===== src/rtl/if_stage.sv =====
// Instruction fetch stage: owns the PC, fetches over a req/ack memory port and
// hands the fetched word to decode, with a sticky fault on a memory timeout.
module if_stage #(
    parameter logic [31:0] RESET_PC = 32'h0000_0000,
    parameter int unsigned MAX_WAIT = 15
) (
    input  logic        Clk,
    input  logic        Reset,
    input  logic [31:0] PC_Immed,
    input  logic        PC_sel,
    input  logic        PC_LdEn,
    output logic        Imem_req,
    output logic [31:0] Imem_addr,
    input  logic [31:0] Imem_rdata,
    input  logic        Imem_ack,
    output logic [31:0] Instr,
    output logic        Instr_valid,
    output logic [31:0] PC,
    output logic        Fetch_err
);

    localparam int unsigned CNT_W = 8;
    localparam int unsigned PC_W  = 32;
    localparam logic [CNT_W-1:0] WAIT_LIMIT = CNT_W'(MAX_WAIT);

    typedef enum logic [2:0] {
        S_IDLE = 3'd0,
        S_REQ  = 3'd1,
        S_WAIT = 3'd2,
        S_HOLD = 3'd3,
        S_ERR  = 3'd4
    } state_t;

    state_t            state_q, state_d;
    logic [PC_W-1:0]   pc_q, pc_d;
    logic [PC_W-1:0]   instr_q, instr_d;
    logic              valid_q, valid_d;
    logic              err_q, err_d;
    logic [CNT_W-1:0]  cnt_q, cnt_d;
    logic [PC_W-1:0]   branch_ofs;
    logic [PC_W-1:0]   next_pc;

    // Word offset scaled to bytes; the top two immediate bits fall off the shift.
    assign branch_ofs = PC_sel ? (PC_Immed << 2) : '0;
    assign next_pc    = pc_q + PC_W'(4) + branch_ofs;

    // Request is decoded from state so it drops together with an async reset.
    assign Imem_req    = (state_q == S_REQ) || (state_q == S_WAIT);
    assign Imem_addr   = pc_q;
    assign Instr       = instr_q;
    assign Instr_valid = valid_q;
    assign PC          = pc_q;
    assign Fetch_err   = err_q;

    always_ff @(posedge Clk or posedge Reset) begin
        if (Reset) begin
            state_q <= S_IDLE;
        end else begin
            state_q <= state_d;
        end
    end

    always_ff @(posedge Clk or posedge Reset) begin
        if (Reset) begin
            pc_q    <= RESET_PC;
            instr_q <= '0;
            valid_q <= 1'b0;
            err_q   <= 1'b0;
            cnt_q   <= '0;
        end else begin
            pc_q    <= pc_d;
            instr_q <= instr_d;
            valid_q <= valid_d;
            err_q   <= err_d;
            cnt_q   <= cnt_d;
        end
    end

    always_comb begin
        state_d = state_q;
        pc_d    = pc_q;
        instr_d = instr_q;
        valid_d = valid_q;
        err_d   = err_q;
        cnt_d   = cnt_q;

        case (state_q)
            S_IDLE: begin
                state_d = S_REQ;
            end
            S_REQ: begin
                if (Imem_ack) begin
                    instr_d = Imem_rdata;
                    valid_d = 1'b1;
                    state_d = S_HOLD;
                end else begin
                    cnt_d   = CNT_W'(1);
                    state_d = S_WAIT;
                end
            end
            S_WAIT: begin
                // A late ack arriving on the limit cycle still completes the fetch.
                if (Imem_ack) begin
                    instr_d = Imem_rdata;
                    valid_d = 1'b1;
                    state_d = S_HOLD;
                end else if (cnt_q == WAIT_LIMIT) begin
                    err_d   = 1'b1;
                    state_d = S_ERR;
                end else begin
                    cnt_d = cnt_q + CNT_W'(1);
                end
            end
            S_HOLD: begin
                if (PC_LdEn) begin
                    pc_d    = next_pc;
                    valid_d = 1'b0;
                    state_d = S_REQ;
                end
            end
            S_ERR: begin
                valid_d = 1'b0;
                err_d   = 1'b1;
            end
            default: begin
                state_d = S_IDLE;
            end
        endcase
    end

endmodule


===== config.mk =====
export PLATFORM = sky130hd
export DESIGN_NAME = if_stage
export DESIGN_NICKNAME = d
export VERILOG_FILES = /design/src/rtl/if_stage.sv
export SDC_FILE = /design/constraint.sdc
export NUM_CORES = 1
export LEC_CHECK = 0
export CORE_MARGIN = 2
export CORE_UTILIZATION = 47
export DETAILED_ROUTE_END_ITERATION = 12
export HOLD_SLACK_MARGIN = 0.15
export PLACE_DENSITY = 0.88
export RECOVER_POWER = 100
export SKIP_LAST_GASP = 1
export SYNTH_ARGS = -nofsm -noshare
export SYNTH_HDL_FRONTEND = slang
export SYNTH_SLANG_ARGS = --single-unit

===== constraint.sdc =====
create_clock -name Clk -period 3.61 [get_ports Clk]
set_input_delay 0.722 -clock Clk [delete_from_list [all_inputs] [get_ports Clk]]
set_output_delay 0.722 -clock Clk [all_outputs]
set_load 0.02 [all_outputs]

# == After elaboration in Yosys (flattened, before gate mapping) ==
# Index checks and enable logic that the tools add are counted.
# word_totals
ff_bits,77
inputBits,69
output_inout_bits,99
elab_cells,50
# op_classes
n_addsub,3
eq_ne,12
mux,16
bitwise_logic,1
n_reduce_logical,12
# ops
operator,count
32-bit by 3-bit adder with 32-bit output (second input constant),1
32-bit adder,1
32-bit 2-to-1 mux,1
8-bit 2-to-1 mux,3
8-bit case mux with 2 select lines,1
3-bit case mux with 5 select lines,1
3-bit 2-to-1 mux,3
3-bit AND reduction,3
8-bit by 1-bit adder with 8-bit output (second input constant),1
8-bit by 4-bit equality test with 1-bit output (second input constant),1
2-bit inequality test (second input constant),4
3-bit by 2-bit equality test with 1-bit output (second input constant),2
1-bit 2-to-1 mux,5
2-bit by 1-bit inequality test with 1-bit output (second input constant),2
2-bit AND reduction,2
4-bit AND reduction,1
2-bit nonzero test,2
3-bit by 1-bit equality test with 1-bit output (second input constant),1
3-bit equality test (second input constant),1
3-bit zero test,1
3-bit by 2-bit inequality test with 1-bit output (second input constant),1
1-bit case mux with 3 select lines,1
3-bit nonzero test,1
1-bit case mux with 2 select lines,1
3 further kinds,3

# == Longest topological paths before layout ==
# logic_depth
ltp_word,4
depth_mapped,14
ltp_nobuf,12

# == Worst setup path before layout ==
# Ideal clock, no wire load.
# synth_timing
path_kind,in2reg
start,input port PC_sel
end,"register pc_q[31], in the netlist Imem_addr[31]"
setup_time_ps,146
arrival_time_ps,3365
t_required_ps,3464
path_slack_ps,99
cell_stages,13
path_buffers,2
cell_sequence,clkbuf_1 -> clkbuf_1 -> and2_1 -> ha_1 -> ha_1 -> a21oi_2 -> o22ai_1 -> o21a_1 -> a211o_1 -> a32o_1 -> and2_0 -> a2111oi_1 -> nand4_1
# synth_between
elab_chain_len,2
# synth_lines
item,line_no,rtl
start: declaration,10,"input logic PC_sel,"
32-bit 2-to-1 mux,44,assign branch_ofs = PC_sel ? (PC_Immed << 2) : '0;
32-bit adder,45,assign next_pc = pc_q + PC_W'(4) + branch_ofs;
end signal: assignment,71,pc_q <= pc_d;
end: declaration,35,"logic [PC_W-1:0] pc_q, pc_d;"
# No other way between the ends.
# A chain may end at the register's enable or synchronous reset.

# == Worst setup path in the final report ==
# layout_timing
start,input port PC_Immed[1]
end,"register pc_q[31], in the netlist Imem_addr[31]"
# layout_between
elab_chain_len,2
# layout_lines
item,line_no,rtl
start: declaration,9,"input logic [31:0] PC_Immed,"
32-bit 2-to-1 mux,44,
32-bit adder,45,
# No other way between the ends.

==> run summary <==
Status = finished with violations
Failing checks = max-capacitance violations, max-slew violations
Share of power burned in the clock network = 0.111
GRT overflow = 0
Pin count of the biggest net entering global routing = 33
Vias/cell = 5.325
Placer Congestion = 0.8891
Slew HR = -0.08705
Hold/Removal Path Class = register to register
Hold Fails Final Rpt = 0
Layout cells sized above 1 = 0.1509
Final HPWL DP = 10,550 um
Leak Pwr = 3.395 nW
DR vias = 4,627
Clock Pin Slew Worst Setup and Hold Paths = 0.08 ns
Sw Share = 0.4358
Root buffer cell = clkbuf_8
Count leader, synth = dfrtp_1
Combinational share of power = 0.632
Switching power = 0.002573 W
Sink Count = 75
Max-slew violation total from the final report = 33
Top_reg_cell synth = dfrtp_1
PwrDens = 814.2 nW/um^2
Area contributors post-synth = dfrtp_1 37%, ha_1 14%, mux2_2 6.8%, buf_4 5.0%, nand2_1 4.8%
Post-route cell area = 7249 um^2
Crit path DAT = 3.67 ns
Post-synth top area cell = dfrtp_1
Worst endpoint required time = 3.84 ns
Mapped Cells = 540
# nets final = 853
Total GRT Usage = 0.2295
Initial antenna violation count = 0
Chip height = 108.6 um
Final setup violation count = 0
Residual DRC = 0
Syn avg cell area = 9.514 um^2
I/O pin count = 168
Flop pwr share = 0.256
Endpoint type of the worst setup path = register
Core Footprint = 10,750 um^2
Num CTS Buffers = 9
Asr flop ratio synth = 1.000
Clk_skew = 0.008429 ns
Final period util = 0.9521
WS Path Type = primary input to register
Worst setup margin = 0.1729 ns
Starting DRC count in detailed routing = 176
ANT cells = 0
Die Area = 11,780 um^2
Synth top cells by count = 75 x dfrtp_1, 66 x nand2_1, 58 x ha_1
Placed Area = 7074 um^2
Worst skew pair latency = 0.36 ns
DP Worst Slack = -0.4407 ns
Min cycle time layout = 3.437 ns
H-tree depth = 3
Int Pwr = 0.003330 W
Post-synth EDFFs = 0
Post-DRT Antenna Nets = 0
Fmax = 290.9 MHz
DRT Pass-1 Iters = 7
Worst-margin pin slew = 1.631 ns
Post-synth top area share = 0.3653
Startpoint Class = primary input
Worst reg-to-reg path cell count = 10
RSZ-0062 raised after global routing = false
Post-route insts no fill = 869
MaxCap Viol Count = 1
Synth Register Bits = 75
Hold Crit Depth = 1
Clock Path Buffers = 2
Number of port buffers = 161
Die width = 108.6 um
YS warnings = 0
First-pass GRT wire length = 21,360 um
Seq/Total Area, Yosys = 0.3653
Synth cell types = 56
Clock tree from TritonCTS = built
Post-synthesis instance area = 5137 um^2
Initial Util = 0.4781
Placed Cells = 854
Critical Path Fanout Max = 4
Vias in the first global route = 4,652
Peak supply drop = 0.4025 mV
Post-Route WL = 13,320 um
P&R area growth vs syn = 41.11%
Number of core rows = 38
DR WL/cell = 15.33 um
==> path summary, 6_finish.rpt <==
| kind | startpoint | endpoint | slack (ns) |
|---|---|---|---|
| setup / recovery | PC_Immed[1] | Imem_addr[31]$_DFFE_PP0P_ | 0.17 |
| hold / removal | Fetch_err$_DFFE_PP0P_ | Fetch_err$_DFFE_PP0P_ | 0.48 |
| setup reg to reg | Imem_addr[3]$_DFFE_PP0P_ | Imem_addr[31]$_DFFE_PP0P_ | 0.69 |
| hold reg to reg | Fetch_err$_DFFE_PP0P_ | Fetch_err$_DFFE_PP0P_ | 0.48 |
| max in group asynchronous | Reset | cnt_q[6]$_DFFE_PP0P_ | 0.91 |
| min in group asynchronous | Reset | Imem_addr[2]$_DFFE_PP0P_ | 1.00 |
==> repair_timing <==
item                                    4_1_cts  5_1_grt
setup buffers                                 0        0
endpoints found under the setup margin        1        1
resized for setup                             5        0
hold buffers                                  0        0
cloned                                        0        0
pin swaps                                     0        2
==> critical path, cell delays in order <==
cell and delay (ns):
clkdlybuf4s50_1 0.44, and2_0 0.17, ha_1 0.27, ha_1 0.22
fa_1 0.40, a21oi_2 0.16, o21ai_1 0.10, a211o_1 0.31
a32o_2 0.28, and2_0 0.15, a2111oi_2 0.29, nand4_1 0.14
==> state kept, by name (all words and copies together), names as in the netlist <==
register / cells
Fetch_err: 1
Imem_addr: 30
Instr: 32
Instr_valid: 1
cnt_q: 8
state_q: 3
==> cell families (layout without fill, tap and decap cells) <==
family / Yosys count / count (layout) / synth area share
compound gates: 114 / 114 / 0.1359
xor+xnor: 28 / 28 / 0.04774
fa+ha+maj: 59 / 59 / 0.1452
buf+inv: 64 / 250 / 0.07258
flops: 75 / 75 / 0.3653
mux: 34 / 34 / 0.07428
other cells: 1 / 4 / 0.0007299
simple gates: 165 / 165 / 0.1583
==> cell usage in the layout (no fill, tap or decap), types with 3 or more instances in the layout <==
cell and instances:
a21o_1 10, a21oi_1 27, a21oi_2 4, a31oi_1 5
and2_0 4, and2_1 32, and3_1 3, buf_4 52
clkbuf_1 7, clkbuf_8 10, clkdlybuf4s50_1 62, conb_1 4
dfrtp_1 75, dlygate4sd3_1 98, ha_1 57, inv_1 13
mux2_2 31, nand2_1 66, nand2b_1 3, nand3_1 8
nand4_1 10, nor2_1 22, nor3_1 5, o211ai_1 4
o21a_1 3, o21ai_0 41, o21bai_1 3, xnor2_1 19
xor2_1 9
==> routing by layer <==
metal	routed length [um]	GRT usage	up-vias
met5	0	0	-
met4	301	0.07784	0
met3	972	0.05304	26
met2	6706	0.4179	179
met1	5340	0.2630	2183
li1	-	-	2239
==> power groups by stage <==
stage	logic, W	clock network, W	registers (W)
after floorplan	0.00191	0	0.00191
after global placement	0.00379	0	0.00151
after detailed placement	0.00390	0	0.00156
after CTS	0.00395	0.000672	0.00154
after global routing	0.00406	0.000704	0.00157
final	0.00373	0.000656	0.00151
==> final cells by class <==
class	instances	area, um^2
Clock buffer	11	141.4
Fill cell	829	3496
Timing Repair Buffer	222	2043
Clock inverter	4	51.30
Inverter	13	48.80
Tap cell	140	175.2
Sequential cell	75	1877
Multi-Input combinational cell	404	2913
==> metrics by stage <==
stage | util | power [W] | TNS (ns) | hold slack, ns
2_1_floorplan | - | 0.003822 | 0 | 0.4742
3_3_place_gp | 0.6584 | 0.005308 | -2.173 | 0.4519
3_5_place_dp | 0.6584 | 0.005456 | -2.864 | 0.4629
4_1_cts | 0.6783 | 0.006167 | 0 | 0.4809
5_1_grt | 0.6747 | 0.006335 | 0 | 0.5128
6_report | 0.6747 | 0.005902 | 0 | 0.4787
(Power assumes the default switching activity.)
